--- src/rtl/morse_timing_pkg.sv ---
// rtl/morse_timing_pkg.sv - shared timing constants and saturating period helper
package morse_timing_pkg;

    localparam int DEF_CNT_W   = 28;
    localparam int DEF_SEL_W   = 3;
    localparam int SPD_FASTEST = 0;
    localparam int SPD_SLOWEST = 2**DEF_SEL_W - 1;

    // Adds at one bit wider than the operands so the carry is seen, then clamps to lim.
    function automatic logic [63:0] sat_add(input logic [63:0] a,
                                            input logic [63:0] b,
                                            input logic [63:0] lim);
        logic [64:0] sum;
        sum = {1'b0, a} + {1'b0, b};
        sat_add = (sum > {1'b0, lim}) ? lim : sum[63:0];
    endfunction

endpackage

--- src/rtl/div_period_calc.sv ---
// rtl/div_period_calc.sv - combinational speed index to terminal count, saturating
module div_period_calc
    import morse_timing_pkg::*;
#(
    parameter int CNT_W    = DEF_CNT_W,
    parameter int SEL_W    = DEF_SEL_W,
    parameter int BASE_DIV = 2,
    parameter int STEP_DIV = 1
) (
    input  logic [SEL_W-1:0] sel,
    output logic [CNT_W-1:0] period
);

    localparam logic [63:0] LIM = (64'd1 << CNT_W) - 64'd1;

    logic [63:0] step;

    always_comb begin
        step   = 64'(sel) * 64'(STEP_DIV);
        period = CNT_W'(sat_add(64'(BASE_DIV), step, LIM));
    end

endmodule

--- src/rtl/speed_tick_divider.sv ---
// rtl/speed_tick_divider.sv - speed-selectable tick/toggle timebase with boundary-aligned speed changes
module speed_tick_divider
    import morse_timing_pkg::*;
#(
    parameter int CNT_W    = DEF_CNT_W,
    parameter int SEL_W    = DEF_SEL_W,
    parameter int BASE_DIV = 2,
    parameter int STEP_DIV = 1,
    parameter int RST_SEL  = 0
) (
    input  logic             clk,
    input  logic             rst,
    input  logic             en,
    input  logic             sync_clr,
    input  logic [SEL_W-1:0] sel,
    output logic             tick,
    output logic             out,
    output logic             upd,
    output logic [SEL_W-1:0] cur_sel
);

    localparam logic [CNT_W-1:0] RST_T =
        CNT_W'(sat_add(64'(BASE_DIV), 64'(RST_SEL) * 64'(STEP_DIV), (64'd1 << CNT_W) - 64'd1));

    logic [CNT_W-1:0] count;
    logic [CNT_W-1:0] term;
    logic [SEL_W-1:0] pend;
    logic [CNT_W-1:0] t_pend;
    logic [CNT_W-1:0] t_sel;

    // One calculator serves the boundary reload, the other the immediate load on clear.
    div_period_calc #(
        .CNT_W(CNT_W), .SEL_W(SEL_W), .BASE_DIV(BASE_DIV), .STEP_DIV(STEP_DIV)
    ) u_calc_pend (
        .sel(pend), .period(t_pend)
    );

    div_period_calc #(
        .CNT_W(CNT_W), .SEL_W(SEL_W), .BASE_DIV(BASE_DIV), .STEP_DIV(STEP_DIV)
    ) u_calc_sel (
        .sel(sel), .period(t_sel)
    );

    always_ff @(posedge clk or posedge rst) begin
        if (rst) begin
            count   <= '0;
            term    <= RST_T;
            pend    <= SEL_W'(RST_SEL);
            cur_sel <= SEL_W'(RST_SEL);
            tick    <= 1'b0;
            out     <= 1'b0;
            upd     <= 1'b0;
        end else begin
            pend <= sel;
            tick <= 1'b0;
            upd  <= 1'b0;
            if (sync_clr) begin
                count   <= '0;
                out     <= 1'b0;
                cur_sel <= sel;
                term    <= t_sel;
                upd     <= (sel != cur_sel);
            end else if (en) begin
                if (count == term) begin
                    count <= '0;
                    tick  <= 1'b1;
                    out   <= ~out;
                    // Speed changes only land here, so no period is ever cut short.
                    if (pend != cur_sel) begin
                        cur_sel <= pend;
                        term    <= t_pend;
                        upd     <= 1'b1;
                    end
                end else begin
                    count <= count + 1'b1;
                end
            end
        end
    end

endmodule
--- config.mk ---
export PLATFORM = sky130hd
export DESIGN_NAME = speed_tick_divider
export DESIGN_NICKNAME = d
export VERILOG_FILES = /design/src/rtl/morse_timing_pkg.sv /design/src/rtl/div_period_calc.sv /design/src/rtl/speed_tick_divider.sv
export SDC_FILE = /design/constraint.sdc
export NUM_CORES = 1
export LEC_CHECK = 0
export ABC_AREA = 1
export ABC_CLOCK_PERIOD_IN_PS = 1500
export BUFFER_PORTS_ARGS = -buffer_cell sky130_fd_sc_hd__buf_2
export CAP_MARGIN = 5
export CORE_ASPECT_RATIO = 1.1
export CORE_UTILIZATION = 55
export CTS_CLUSTER_SIZE = 25
export DETAILED_ROUTE_END_ITERATION = 8
export PLACE_DENSITY = 0.74
export SYNTH_ARGS = -nofsm -noshare
export SYNTH_HDL_FRONTEND = slang
export SYNTH_SLANG_ARGS = --single-unit
--- constraint.sdc ---
create_clock -name clk -period 1.5 [get_ports clk]
set_input_delay 0.3 -clock clk [delete_from_list [all_inputs] [get_ports clk]]
set_output_delay 0.3 -clock clk [all_outputs]
set_load 0.02 [all_outputs]
# Yosys cells after proc, flatten, opt, wreduce, memory -nomap -nowiden
# Cells that the tools add are included.
[word_totals]
regBits = 65
input_bits = 7
out_inout_bits = 6
elab_cells = 44
[classes]
n_addsub = 3
n_lt_le_gt_ge = 2
n_eq_ne = 3
mux = 23
bitwise = 1
n_reduce_logical = 5
[ops]
columns = ["cell", "count"]
rows = [
  ["$mux W28", 9],
  ["$gt A65 B28 Y1 const B", 2],
  ["$add A28 B1 Y28 const B", 1],
  ["$eq A28 B28 Y1", 1],
  ["$mux W3", 4],
  ["$mux W1", 10],
  ["$add A2 B3 Y4 const A", 2],
  ["$ne A3 B3 Y1", 2],
  ["$reduce_bool A2 Y1", 3],
  ["$reduce_and A3 Y1", 1],
  ["$reduce_and A2 Y1", 1],
  ["$not A1 Y1", 1],
]

# Logic depth before layout (Yosys ltp)
[depth]
ltp_word = 7
depth_mapped = 11
mapped_depth_nobuf = 11

# Modules after synthesis
# From an unflattened synthesis, not the netlist that was laid out.
[unflattened]
hier_cells = 684
area_unflattened_um2 = 4595.7
[modules_own_cells]
columns = ["module", "n_inst", "cells_each", "area_per_inst_um2", "seq_area_each_um2"]
rows = [
  ["speed_tick_divider", 1, 628, 4180.3, 1627.8],
  ["div_period_calc", 2, 28, 207.7, 0.0],
]

# Least setup slack after synthesis
# No wires, ideal clock.
[synth_path]
path_type = "reg-to-reg"
start = "reg term[1]"
end = "reg count[14]"
setup_time_ps = 118
t_arrival_ps = 1343
required_time_ps = 1382
slack_ps = 38
path_stages_with_launch = 12
path_buffers = 2
period_less_slack_ps = 1462
cell_sequence = "dfstp_2 -> inv_1 -> nand2_1 -> nand2_1 -> nor2_1 -> nand2_1 -> nor2_2 -> nand3_2 -> nand2_2 -> buf_6 -> buf_6 -> nor2_1"
[synth_between]
elab_chain_len = 4
[synth_lines]
columns = ["element", "line", "source"]
rows = [
  ["start, declared", "speed_tick_divider.sv:26", "logic [CNT_W-1:0] term;"],
  ["start signal, assigned", "speed_tick_divider.sv:61", "term <= t_sel;"],
  ["start signal, assigned", "speed_tick_divider.sv:71", "term <= t_pend;"],
  ["$eq A28 B28 Y1", "speed_tick_divider.sv:64", "if (count == term) begin"],
  ["$mux W28", "speed_tick_divider.sv:64", ""],
  ["$mux W28", "speed_tick_divider.sv:63", "end else if (en) begin"],
  ["$mux W28", "speed_tick_divider.sv:57", "if (sync_clr) begin"],
  ["end signal, assigned", "speed_tick_divider.sv:75", "count <= count + 1'b1;"],
  ["end, declared", "speed_tick_divider.sv:25", "logic [CNT_W-1:0] count;"],
]
# Every way passes these cells. The select of a mux whose other input is x is not followed.
# A chain may end at the register's enable or synchronous reset.

# Final worst setup path
[layout_path]
start = "reg count[0]"
end = "reg count[20]"
[layout_between]
elab_chain_len = 4
word_cells_on_any_way = 5
cone_classes = "1 x add/sub; 1 x eq/ne; 3 x mux"
[layout_lines]
columns = ["element", "line"]
rows = [
  ["$add A28 B1 Y28 or $eq A28 B28 Y1 (tied branches)", "speed_tick_divider.sv:75, speed_tick_divider.sv:64"],
  ["$mux W28 (*)", "speed_tick_divider.sv:64"],
  ["$mux W28 (*)", "speed_tick_divider.sv:63"],
  ["$mux W28 (*)", "speed_tick_divider.sv:57"],
]
# Mark *: on every way between the ends. The rest lies on a longest branch, timed or not. The select of a mux whose other input is x is not followed.

==> key figures <==
Finish
  – Final Util: 83.4%
  – Fin cells: 444
  – Fill count: about 240
  – Share of layout cells above drive strength 1: 38.5%
  – # nets final: 400
  – Fin area: 0.00340 mm^2
  – ANT cells: 0
  – Area Growth Syn to Fin: 41.3%

Timing
  – RSZ-0062 raised after global routing: true
  – Slew Limit Fails: 0
  – Worst hold margin: roughly 0.025 ns
  – Final WS setup: -0.183 ns
  – Clock Skews: about 0.013 ns
  – Crit path time final: 1.68 ns
  – Setup_tns: -3.37 ns
  – Period utilization: 112%
  – Final setup fails: 35
  – Tightest Pin Transition: 0.523 ns
  – Headroom to the max-slew limit: about two thirds
  – Final hold violation count: 0
  – Fmax: 594 MHz

Synth
  – Number of synthesized register bits: 40
  – XOR/XNOR Fraction of Synth Area: 4.36%
  – Post-synthesis mux area share: 0%
  – Net Count, Synth: 332
  – Simple-gate share of the synthesized area: slightly above 40%
  – Largest family of logic cells by synthesized area: simple AND/OR/NAND/NOR gates
  – Post-Syn Area: ~0.0024 mm^2
  – Post-synthesis adder-cell area fraction: 1.04%
  – Synth top area cells: dfrtp_1, nand2_1, nor2_1
  – Mean Syn Cell Area: ~7.5 um^2
  – Yosys synthesis warning count: 0
  – Seq/Total Area, Yosys: roughly two fifths
  – Top cell type's share of synthesized area: 40.5%
  – Synth Area in Compound Gates: around 3.5%
  – Post-synthesis cell type count: 35
  – Mapped Cells: between 300 and 400
  – Dominant cell type by area after synthesis: dfrtp_1

Run
  – Max-cap violations: 0

Routing
  – WL per Instance: around 18 um
  – Vias post-DR: 2,641
  – Met3 Routed Length: 556 um
  – Met2 WL post-DR: ~4000 um
  – M1 WL: ~2800 um
  – Top layer used by detailed routing: met4
  – Via density: 5.95
  – DRT iter0 DRCs: 353
  – DRT Wirelength: 7840 um
  – Drt pass-1 iters: 5
  – Drt drc: 0
  – Number of routed nets with antenna violations: 0

Die
  – Die area: roughly 0.0047 mm^2
  – Chip width: 65.1 um
  – Core area: ~0.0041 mm^2
  – Die H: 71.4 um
  – Starting density of the core: 59.0%
  – IO Pins: 13
  – Row Count: 24

Power and ir drop
  – Leakage: 1.58 nW
  – Total Power: 2.75 mW
  – Max IR drop VDD: 707 uV
  – Power per Cell Area: 807 mW/mm^2

Clocking
  – CTS Root Cell: clkbuf_8
  – Max clock buf depth: 2
  – Skew-Pair Late Insertion Delay: between 0.3 and 0.4 ns
  – TritonCTS buffer count: 5
  – CTS tree: built
  – Clock sink count: 40
  – H-Tree Depth: 2
  – Clock slew at reported path FFs: 0.09 ns

Placement
  – # port buffers: 12
  – DP Wirelength: 4230 um
  – Dpl cells: 421
  – Worst slack at placement: -0.134 ns
  – Placed cell areas: between 0.002 and 0.003 mm^2
  – GP Congestion: 0.841

Outcome
  – Status: complete, but fails checks
  – Failing checks: negative setup slack

Worst setup path
  – Crit-path max FO: 4
  – Critical Path Source Type: flop
  – Top cell by count, worst path: nor2_4
  – Slowest CP cell: dfrtp_1
  – CP peak stage delay: 0.38 ns
  – Worst reg2reg endpoint: count[20]
  – FF-to-FF setup slack: -0.18 ns
  – Setup CP Type: flop to flop
  – Reg2Reg Depth: 8
  – CP cell instances: ha_2, nand2_2, nor2_4, nand4_1, nor2_4, nand3_2, xor2_1, nor2_1
  – Arr. time, crit path: roughly 1.9 ns
  – WP buf/inv: 0
  – Crit end category: flop
  – Critical path's top delay family: simple AND/OR/NAND/NOR gates
  – CP Data Required Time: 1.73 ns
  – WP depth: 8
  – Reg2reg start: count[0]

Global routing
  – All-Layer GR Usage: just under 30%
  – Number of global-route vias before repair: 2,332
  – GR Overflow Total: 0
  – First-pass GRT wire length: slightly above 10,000 um
  – Pin count of the biggest net entering global routing: 41
  – Initial antenna violation count: 0

Min path
  – Hold WC Path Type: primary input to async pin
report_power, final:
group	switching (mW)	internal, mW	leakage, nW
clock	0.398	0.376	0.0455
combinational	0.444	0.307	1.00
sequential	0.0656	1.16	0.535
total	0.908	1.84	1.58
Yosys cell counts, drive strengths merged:
library cell   n
dfstp          1
and2           1
xor2           9
inv           38
a21oi          6
clkbuf         1
a31oi          1
xnor2          3
nor4           2
nor3b          3
nand4         12
ha             2
nand2         91
nor2          59
o211ai         1
or2            2
o21ai          8
dfrtp         39
nand3         25
buf            4
nand3b         2
nor3          13
what timing repair did:
action,in CTS,in global routing
pin swaps,4,31
hold buffers,0,0
endpoints found under the setup margin,33,36
cloned,1,2
buffers inserted,2,10
resized for setup,9,74
layout make-up:
cell class | instances | area, um^2 | share of cell area, %
clock buffer | 8 | 90.1 | 2.65
inverter | 38 | 148 | 4.34
sequential | 40 | 1000 | 29.5
multi-input combinational | 240 | 1530 | 44.8
timing repair buffer | 66 | 573 | 16.8
tap | 52 | 65.1 | 1.91
how the worst max path moves through the flow:
| stage | startpoint | end | slack, ns |
|---|---|---|---|
| 2_1_floorplan | term[1] | count[14] | 0.04 |
| 3_3_place_gp | count[1] | count[26] | -0.05 |
| 3_5_place_dp | count[1] | count[26] | -0.13 |
| 4_1_cts | term[1] | cur_sel[2] | -0.10 |
| 5_1_grt | count[0] | count[20] | -0.26 |
| 6_report | count[0] | count[20] | -0.18 |
routing by layer:
metal  global-route usage [%]  up-vias
met1                     31.8     1264
met4                     15.5        0
met2                     53.0      163
met5                        0        -
li1                         -     1164
met3                     6.37       50
state kept, by name, summed over array words and instances, names as in the netlist:
name     cells
out          1
cur_sel      3
upd          1
count       28
tick         1
term         3
pend         3
placed cells by master (no fill, tap or decap), types with 2 or more instances in the layout:
master and n:
dfrtp_1 38, o21ai_0 7, buf_4 44, a21oi_1 3, nand3b_1 2, nand2_4 2
nor2_4 14, a21oi_2 3, clkbuf_16 2, nor3b_1 2, nand2_8 3, inv_2 2
nand3_1 11, inv_1 35, nand3_2 12, buf_12 3, nor3_2 8, nand3_4 2
xor2_2 2, nand2_1 74, nand2_2 12, nor3_1 4, or2_2 2, nor2_2 9
buf_6 4, buf_2 12, clkbuf_8 6, nand4_1 12, xnor2_1 3, xor2_1 7
clkbuf_1 2, nor2_1 35
worst reg2reg max path, cell delays in order, from the launching register on:
cell and delay (ns):
dfrtp_1 0.38, ha_2 0.20, nand2_2 0.07, nor2_4 0.13
nand4_1 0.20, nor2_4 0.24, nand3_2 0.10, xor2_1 0.17
nor2_1 0.13
cells by family after synthesis:
| group | count (synthesis) |
|---|---|
| adders and majority gates | 2 |
| xor gates and xnor gates | 12 |
| buffers and inverters | 43 |
| DFF | 40 |
| and+or+nand+nor | 210 |
| AOI/OAI and AO/OA | 16 |
No activity file was read; power rests on OpenSTA's default activity.
